File: config.mk
export PLATFORM = sky130hd
export DESIGN_NAME = i2c_rx_framer
export DESIGN_NICKNAME = d
export VERILOG_FILES = /design/src/rtl/i2c_pkg.sv /design/src/rtl/i2c_bus_cond.sv /design/src/rtl/i2c_rx_framer.sv
export SDC_FILE = /design/constraint.sdc
export NUM_CORES = 1
export LEC_CHECK = 0
export CAP_MARGIN = 5
export CELL_PAD_IN_SITES_DETAIL_PLACEMENT = 0
export CELL_PAD_IN_SITES_GLOBAL_PLACEMENT = 1
export CORE_MARGIN = 4
export CORE_UTILIZATION = 39
export DETAILED_ROUTE_END_ITERATION = 6
export GPL_TIMING_DRIVEN = 0
export PLACE_DENSITY_LB_ADDON = 0.1
export SETUP_SLACK_MARGIN = 0.15
export SYNTH_ARGS = -nofsm -noshare
export SYNTH_HDL_FRONTEND = slang
export SYNTH_SLANG_ARGS = --single-unit
File: constraint.sdc
create_clock -name clk -period 1.9 [get_ports clk]
set_clock_uncertainty 0.05 [all_clocks]
set_input_delay 0.285 -clock clk [delete_from_list [all_inputs] [get_ports clk]]
set_output_delay 0.285 -clock clk [all_outputs]
set_load 0.02 [all_outputs]
File: src/rtl/i2c_pkg.sv
// Shared types and constants for the I2C receive framer.
package i2c_pkg;

   localparam int unsigned BYTE_W             = 8;
   localparam int unsigned CNT_W              = 4;
   localparam int unsigned ACK_BIT_CNT        = 8;
   localparam int unsigned ADDR_W             = 7;
   localparam logic [ADDR_W-1:0] DEFAULT_SLAVE_ADDR = 7'h5A;

   typedef enum logic [2:0] {
      ST_IDLE,
      ST_ADDR,
      ST_ADDR_ACK,
      ST_DATA,
      ST_DATA_ACK,
      ST_HOLD,
      ST_WAIT_STOP
   } state_t;

   // True when the upper seven bits of a received address byte equal addr.
   function automatic logic addr_hit(input logic [BYTE_W-1:0] shift,
                                     input logic [ADDR_W-1:0] addr);
      return shift[BYTE_W-1:1] == addr;
   endfunction

endpackage

File: src/rtl/i2c_bus_cond.sv
// START/STOP condition detector: tracks SCL level and SDA history.
module i2c_bus_cond
   import i2c_pkg::*;
(
   input  logic clk,
   input  logic rst,
   input  logic i_rise,
   input  logic i_fall,
   input  logic i_sda,
   output logic o_start_c,
   output logic o_stop_c,
   output logic o_start_found,
   output logic o_stop_found
);

   logic r_scl_level;
   logic r_sda_prev;

   // SCL level follows legal edge pulses; simultaneous edges leave it alone.
   always_ff @(posedge clk or posedge rst) begin
      if (rst) begin
         r_scl_level <= 1'b1;
         r_sda_prev  <= 1'b1;
      end else begin
         r_sda_prev <= i_sda;
         if (i_rise && !i_fall) begin
            r_scl_level <= 1'b1;
         end else if (i_fall && !i_rise) begin
            r_scl_level <= 1'b0;
         end
      end
   end

   // SDA transition while SCL high; a coincident SCL fall masks it.
   assign o_start_c = r_scl_level &  r_sda_prev & ~i_sda & ~i_fall;
   assign o_stop_c  = r_scl_level & ~r_sda_prev &  i_sda & ~i_fall;

   // One-cycle pulses, one clock after the detecting cycle.
   always_ff @(posedge clk or posedge rst) begin
      if (rst) begin
         o_start_found <= 1'b0;
         o_stop_found  <= 1'b0;
      end else begin
         o_start_found <= o_start_c;
         o_stop_found  <= o_stop_c;
      end
   end

endmodule

File: src/rtl/i2c_rx_framer.sv
// I2C slave receive framer: address match, ACK request, data byte capture.
module i2c_rx_framer
   import i2c_pkg::*;
#(
   parameter logic [ADDR_W-1:0] SLAVE_ADDR = DEFAULT_SLAVE_ADDR
)
(
   input  logic              clk,
   input  logic              rst,
   input  logic              rising_edge_found,
   input  logic              falling_edge_found,
   input  logic              sda_in,
   output logic [BYTE_W-1:0] rx_data,
   output logic              rx_valid,
   output logic              addr_match,
   output logic              rw_mode,
   output logic              ack_drive,
   output logic              start_found,
   output logic              stop_found,
   output logic              busy
);

   state_t            r_state;
   logic [CNT_W-1:0]  r_bit_cnt;
   logic [BYTE_W-1:0] r_shift;

   logic              w_start;
   logic              w_stop;
   logic              w_rise;
   logic              w_fall;
   logic              w_cnt_full;
   logic              w_last_bit;
   logic [BYTE_W-1:0] w_shift_nxt;

   i2c_bus_cond u_bus_cond (
      .clk           (clk),
      .rst           (rst),
      .i_rise        (rising_edge_found),
      .i_fall        (falling_edge_found),
      .i_sda         (sda_in),
      .o_start_c     (w_start),
      .o_stop_c      (w_stop),
      .o_start_found (start_found),
      .o_stop_found  (stop_found)
   );

   // Qualified edges: both at once is illegal and treated as no edge.
   assign w_rise      = rising_edge_found & ~falling_edge_found;
   assign w_fall      = falling_edge_found & ~rising_edge_found;
   assign w_cnt_full  = (r_bit_cnt == CNT_W'(ACK_BIT_CNT));
   assign w_last_bit  = (r_bit_cnt == CNT_W'(ACK_BIT_CNT - 1));
   assign w_shift_nxt = {r_shift[BYTE_W-2:0], sda_in};

   // Frame FSM with bit counter, shift register and registered outputs.
   always_ff @(posedge clk or posedge rst) begin
      if (rst) begin
         r_state    <= ST_IDLE;
         r_bit_cnt  <= '0;
         r_shift    <= '0;
         rx_data    <= '0;
         rx_valid   <= 1'b0;
         addr_match <= 1'b0;
         rw_mode    <= 1'b0;
         ack_drive  <= 1'b0;
         busy       <= 1'b0;
      end else begin
         rx_valid <= 1'b0;
         if (w_start) begin
            r_state    <= ST_ADDR;
            r_bit_cnt  <= '0;
            ack_drive  <= 1'b0;
            addr_match <= 1'b0;
            busy       <= 1'b1;
         end else if (w_stop) begin
            r_state    <= ST_IDLE;
            r_bit_cnt  <= '0;
            ack_drive  <= 1'b0;
            addr_match <= 1'b0;
            busy       <= 1'b0;
         end else begin
            case (r_state)
               ST_ADDR, ST_DATA: begin
                  if (w_rise && !w_cnt_full) begin
                     r_shift   <= w_shift_nxt;
                     r_bit_cnt <= r_bit_cnt + CNT_W'(1);
                     if (r_state == ST_DATA && w_last_bit) begin
                        rx_data  <= w_shift_nxt;
                        rx_valid <= 1'b1;
                     end
                  end else if (w_fall && w_cnt_full) begin
                     if (r_state == ST_DATA) begin
                        ack_drive <= 1'b1;
                        r_state   <= ST_DATA_ACK;
                     end else if (addr_hit(r_shift, SLAVE_ADDR)) begin
                        ack_drive  <= 1'b1;
                        addr_match <= 1'b1;
                        rw_mode    <= r_shift[0];
                        r_state    <= ST_ADDR_ACK;
                     end else begin
                        r_state <= ST_WAIT_STOP;
                     end
                  end
               end
               ST_ADDR_ACK: begin
                  if (w_fall) begin
                     ack_drive <= 1'b0;
                     r_bit_cnt <= '0;
                     r_state   <= rw_mode ? ST_HOLD : ST_DATA;
                  end
               end
               ST_DATA_ACK: begin
                  if (w_fall) begin
                     ack_drive <= 1'b0;
                     r_bit_cnt <= '0;
                     r_state   <= ST_DATA;
                  end
               end
               ST_IDLE, ST_HOLD, ST_WAIT_STOP: begin
               end
               default: begin
                  r_state <= ST_IDLE;
               end
            endcase
         end
      end
   end

endmodule

==> flow_metrics.tcl <==
set metrics [dict create \
    run_status "completed" \
    syn_nets 151 \
    gp_congestion 0.787 \
    max_freq_mhz 558 \
    r2r-end "r_shift[3]" \
    p_per_area_mw_per_mm2 960 \
    netlist_area_mm2 0.00162 \
    synth_cell_types 44 \
    start_kind "register" \
    hold_viol 0 \
    viasPerCell 5.37 \
    wl_per_cell_um 15.5 \
    hold_path_end "u_bus_cond.r_sda_prev" \
    antenna_cells 0 \
    placed_area_mm2 0.00188 \
    hold_class "input pin to register" \
    grt_max_degree 33 \
    synth-seq-cells 32 \
    portBuffers 19 \
    design_area_mm2 0.00221 \
    drt-initial-drc-count 72 \
    cts_buffers 5 \
    min_path_cells 1 \
    die_h_um 72.4 \
    cts_hold_buffers 0 \
    num_io_pins 20 \
    yosys_most_used_dff "dfrtp_1" \
    r2r.worst_path.cells 5 \
    initial_core_util_pct 40.4 \
    drive_gt1_share_pct 31.4 \
    synth-seq-area-share_pct 49.7 \
    netlist_instances 142 \
    async_reset_ff_share_pct 100 \
    cts_tree "done" \
    grt_usage_pct 14.9 \
    drc 0 \
    nFillCells 357 \
    syn_avg_cell_area_um2 11.4 \
    vias 1263 \
    post-route-period-util_pct 94.3 \
    slew_headroom_pct 73.1 \
    syn_to_final_growth_pct 36.9 \
    cp.arrival_ns 1.90 \
    r2r-start "r_state[2]" \
    fin_crit_ns 1.79 \
    peakVddDrop_mv 0.604 \
    dieArea_mm2 0.00524 \
    grt_pass1_wl_mm 6.02 \
    switching_share_pct 32.1 \
    clock_latency_ns 0.28 \
    critPathCaptureType "register" \
    layout_commonest_cell "dfrtp_1" \
    dr.pass1.iters 4 \
    coreArea_mm2 0.00400 \
    maxSlewViolCount 0 \
    synth_top_area_share_pct 46.4 \
    clk_pin_slew_worst_paths_ns 0.07 \
    power_frac_seq_pct 45.8 \
    max_slew.worst_pin.slew_ns 0.404 \
    htree_levels 2 \
    fp.dieW_um 72.4 \
    yosysTopAreaCell "dfrtp_1" \
    antenna_found_initial 0 \
    intPower_uw 1440 \
    layout_common_cells "dfrtp_1, clkdlybuf4s50_1, mux2_2" \
    rsz0062_at_grt "true" \
    ys_warn_count 0 \
    worstPathRequired_ns 2.01 \
    synth_edf_count 0 \
    cts_sinks 32 \
    clock_power_share_pct 25.3 \
    clock_path_buffers 2 \
    p_comb_share_pct 28.9 \
    root_buffer "clkbuf_8" \
    drv_cap 0 \
    setup_violations 0 \
    p_leak_uw 0.000996 \
    holdCritStartpoint "sda_in" \
    p_sw_uw 682 \
    grt_overflow_total 0 \
    cp_max_fo 5 \
    final_nets 193 \
    r2r_slack_ns 0.11 \
    grt_pass1_vias 1240 \
    wl_mm 3.65 \
    ant_nets 0 \
    dp_hpwl_mm 2.29 \
    crit_type "register to register" \
    row_count 23 \
    synth_area_leaders "dfrtp_1, mux2_2, dfstp_2, ha_1, inv_1" \
    fin_hold_ws_ns 0.214 \
]
## worst max path at each step
stage	from	to	slack, ns	depth (start not counted)
after floorplan	u_bus_cond.r_scl_level	rx_data[0]	0.21	5
after global placement	falling_edge_found	rx_data[2]	-0.40	7
after detailed placement	falling_edge_found	rx_data[1]	-0.40	7
after CTS	r_bit_cnt[0]	r_shift[4]	0.16	6
after global routing	r_state[2]	r_shift[7]	0.07	5
final	r_state[2]	r_shift[3]	0.11	5
## routing by layer
layer	global-route usage, %	vias to the layer above	wire length [um]
met3	3.46	6	98
met4	5.53	0	51
met5	0	-	0
li1	-	599	-
met2	23.9	26	1840
met1	19.7	632	1670
## critical path, cell delays in order, from the launching register on
cell and delay [ns]:
dfrtp_1 0.43, nand3b_1 0.32, a221oi_4 0.28, buf_4 0.17, buf_12 0.10, mux2_2 0.32
## area by class of cell
cell class / instances / area, um^2 / area share, %
buffer: 5 / 32.5 / 1.47
sequential: 32 / 803 / 36.3
inverter: 10 / 37.5 / 1.69
multi-input combinational: 96 / 833 / 37.6
tap: 50 / 62.6 / 2.82
timing repair buffer: 34 / 352 / 15.9
clock inverter: 1 / 7.51 / 0.339
clock buffer: 7 / 86.3 / 3.90
## repair_timing
action / in CTS / in global routing
pin swaps: 6 / 4
endpoints found under the setup margin: 20 / 22
buffers inserted: 11 / 2
gates resized for setup: 11 / 16
cloned: 2 / 0
## synth_stat cells, types with 2 or more instances
| library cell | n |
|---|---|
| a21oi_1 | 7 |
| and2_1 | 2 |
| clkbuf_1 | 3 |
| dfrtp_1 | 30 |
| dfstp_2 | 2 |
| ha_1 | 4 |
| inv_1 | 10 |
| mux2_2 | 17 |
| mux2i_1 | 2 |
| nand2_1 | 8 |
| nand2b_1 | 2 |
| nand3_1 | 5 |
| nand3b_1 | 2 |
| nor2_1 | 5 |
| nor2b_1 | 4 |
| nor3_1 | 4 |
| o2111ai_1 | 2 |
| o211a_1 | 2 |
| o21ai_0 | 4 |
| o22ai_1 | 3 |
## cell families after synthesis
family          share of synthesized area, %
fa+ha+maj                               3.09
flops                                   49.7
buf+inv                                 4.02
simple gates                            13.8
xor+xnor                                2.78
compound gates                          13.6
mux                                     13.1
## power by group through the flow
stage               Combinational (uW)  Sequential [uW]  Clock, uW
floorplan                          346              942          0
global placement                   454              967          0
detailed placement                 462              976          0
CTS                                513              960        558
global route                       663              988        592
finish                             615              973        537
## per-stage QoR
stage / setup TNS, ns / setup slack, ns / total power [uW] / std cells / util [%]
4_1_cts: 0 / 0.156 / 2030 / 232 / 53.3
5_1_grt: 0 / 0.0696 / 2240 / 235 / 55.4
3_5_place_dp: -7.15 / -0.403 / 1440 / 211 / 47.0
2_1_floorplan: 0 / 0.214 / 1290 / 142 / -
6_report: 0 / 0.108 / 2130 / 235 / 55.4
3_3_place_gp: -6.84 / -0.399 / 1420 / 211 / 47.0
## registers in the layout (all words and copies together) (netlist names), 3 cells and up
signal / cells
r_shift: 8
rx_data: 8
r_bit_cnt: 4
r_state: 3
(Power assumes the default switching activity.)
==> patch: new RTL, same settings <==
Re-encode `state_t` (7 states) as one-hot, 7 bits wide.
--- a/src/rtl/i2c_pkg.sv
+++ b/src/rtl/i2c_pkg.sv
@@ -9,10 +9,10 @@
 
-   typedef enum logic [2:0] {
-      ST_IDLE,
-      ST_ADDR,
-      ST_ADDR_ACK,
-      ST_DATA,
-      ST_DATA_ACK,
-      ST_HOLD,
-      ST_WAIT_STOP
+   typedef enum logic [6:0] {
+      ST_IDLE      = 7'b0000001,
+      ST_ADDR      = 7'b0000010,
+      ST_ADDR_ACK  = 7'b0000100,
+      ST_DATA      = 7'b0001000,
+      ST_DATA_ACK  = 7'b0010000,
+      ST_HOLD      = 7'b0100000,
+      ST_WAIT_STOP = 7'b1000000
    } state_t;
Function: same outputs for any inputs over 10 cycles, from zero or initial values and one cycle with rst high; not proved beyond that.
==> patch against the original RTL <==
Power decreased by 2.5%; sequential cell count is 4 higher; routed wire length rose by 32%; fmax decreased by 0.95%; worst setup slack worse by 0.017 ns; count of clock-buffer cells in the layout decreased by 1; sequential power decreased by 13%; area after synthesis increased by 17%; design area up 32%; global-route usage increased by 1.5 points; critical path type unchanged.
==> patch: results <==
set metrics [dict create \
    run_status "complete, no violations" \
    synth.top_cells.by_count "sky130_fd_sc_hd__dfrtp_1, sky130_fd_sc_hd__mux2_2, sky130_fd_sc_hd__nand2_1, sky130_fd_sc_hd__nor2_1" \
    vias 1591 \
    max-vdd-ir-drop_mv 0.466 \
    synth_xor_area_share_pct 1.85 \
    drt-vias-per-instance 5.38 \
    timing.critical_path.slowest_cell_delay_ns 0.37 \
    nNetsFinal 237 \
    routed_wire_length_per_instance_um 16.3 \
    placed_cells 252 \
    clkLatencyLatePin_ns 0.29 \
    relSlewSlack_pct 52.1 \
    drive_above_1_share_pct 47.2 \
    yosys_most_used_dff "sky130_fd_sc_hd__dfrtp_1" \
    worstPathMaxFanout 8 \
    drt-initial-drc-count 52 \
    syn_avg_cell_area_um2 11.5 \
    slowest_cell_on_crit_path "sky130_fd_sc_hd__dfstp_2" \
    synth_seq_area_share_pct 47.8 \
    maximum_number_of_pins_on_one_net_before_global_route_repair 21 \
    crit_arrival_ns 1.92 \
    synth_fp_nets 174 \
    yosys-top-cells-area "sky130_fd_sc_hd__dfrtp_1, sky130_fd_sc_hd__mux2_2, sky130_fd_sc_hd__dfstp_2" \
    synth_cell_type_count 49 \
    cellLeakagePower_nw 1.30 \
    dp_slack_ns -0.552 \
    mostFrequentLayoutCell "sky130_fd_sc_hd__dfrtp_1" \
    gp_congestion 0.776 \
    place.detailed.hpwl_um 2930 \
    largest_registers "r_shift: 8 flops, rx_data: 8 flops, r_state: 7 flops" \
    clock-root-buffer "sky130_fd_sc_hd__clkbuf_8" \
    global_route_wire_length_before_repair_um 7890 \
    synth-compound-area-share_pct 10.5 \
    yosys.area_share.adder_pct 2.65 \
    fillerInstances 362 \
    post_dp_cell_area_mm2 0.00222 \
    io_buffer_count 19 \
    min_path_type "primary input to flip-flop" \
    globalRouteTotalUtil_pct 16.4 \
    synth.mux.area_fraction_pct 10.7 \
    critical_path.top_delay_family "buffers and inverters" \
]
[patch: cell count changes after synthesis, sizes merged, moves of 3 or more]
cell / unedited run / this run
o22ai: 3 / 0
nor4: 1 / 5
inv: 10 / 7
nor4b: 0 / 9
buf: 2 / 7
and4b: 0 / 3
dfrtp: 30 / 33
a21oi: 7 / 3
nor2: 5 / 10
[patch: cell families after synthesis]
family / Yosys count
simple gates: 61
flops: 36
compound gates: 27
mux: 18
buf+inv: 15
xor+xnor: 4
fa+ha+maj: 4
[patch: metal layers]
| metal | vias up | GRT usage [%] | share of wire, % |
|---|---|---|---|
| li1 | 744 | - | - |
| met1 | 807 | 21.9 | 47 |
| met2 | 33 | 26.6 | 49 |
| met3 | 7 | 3.48 | 2.9 |
| met4 | 0 | 4.98 | 1.5 |
| met5 | - | 0 | 0 |
[patch: where the power goes]
part,internal (mW),switching (mW)
combinational,0.291,0.273
clock,0.389,0.276
sequential,0.814,0.0289
[patch: final timing paths]
check,start,to,slack [ns],cells after the start
min reg2reg,busy,busy,0.43,1
max in group asynchronous,rst,u_bus_cond.r_scl_level,0.82,3
min,sda_in,u_bus_cond.r_sda_prev,0.33,1
max reg2reg,r_state[0],rx_data[7],0.09,8
min in group asynchronous,rst,addr_match,0.36,2
max,r_state[0],rx_data[7],0.09,8
[patch: final cells by class]
type	count	area, µm²	area share, %
plain buffers	8	72.6	2.48
clock buffers	6	72.6	2.48
clock inverters	2	35.0	1.20
inverters	7	26.3	0.896
multi-input cells	114	1180	40.2
flip-flops and latches	36	907	30.9
well taps	67	83.8	2.86
repair buffers	56	556	19.0
[patch: timing repair]
action                                 in CTS  in global routing
setup endpoints to repair                  25                 28
endpoints found under the hold margin       0                  0
pin swaps                                  12                 16
gates cloned                                1                  0
buffers inserted                           21                 14
hold buffers                                0                  0
resized for setup                          45                 27
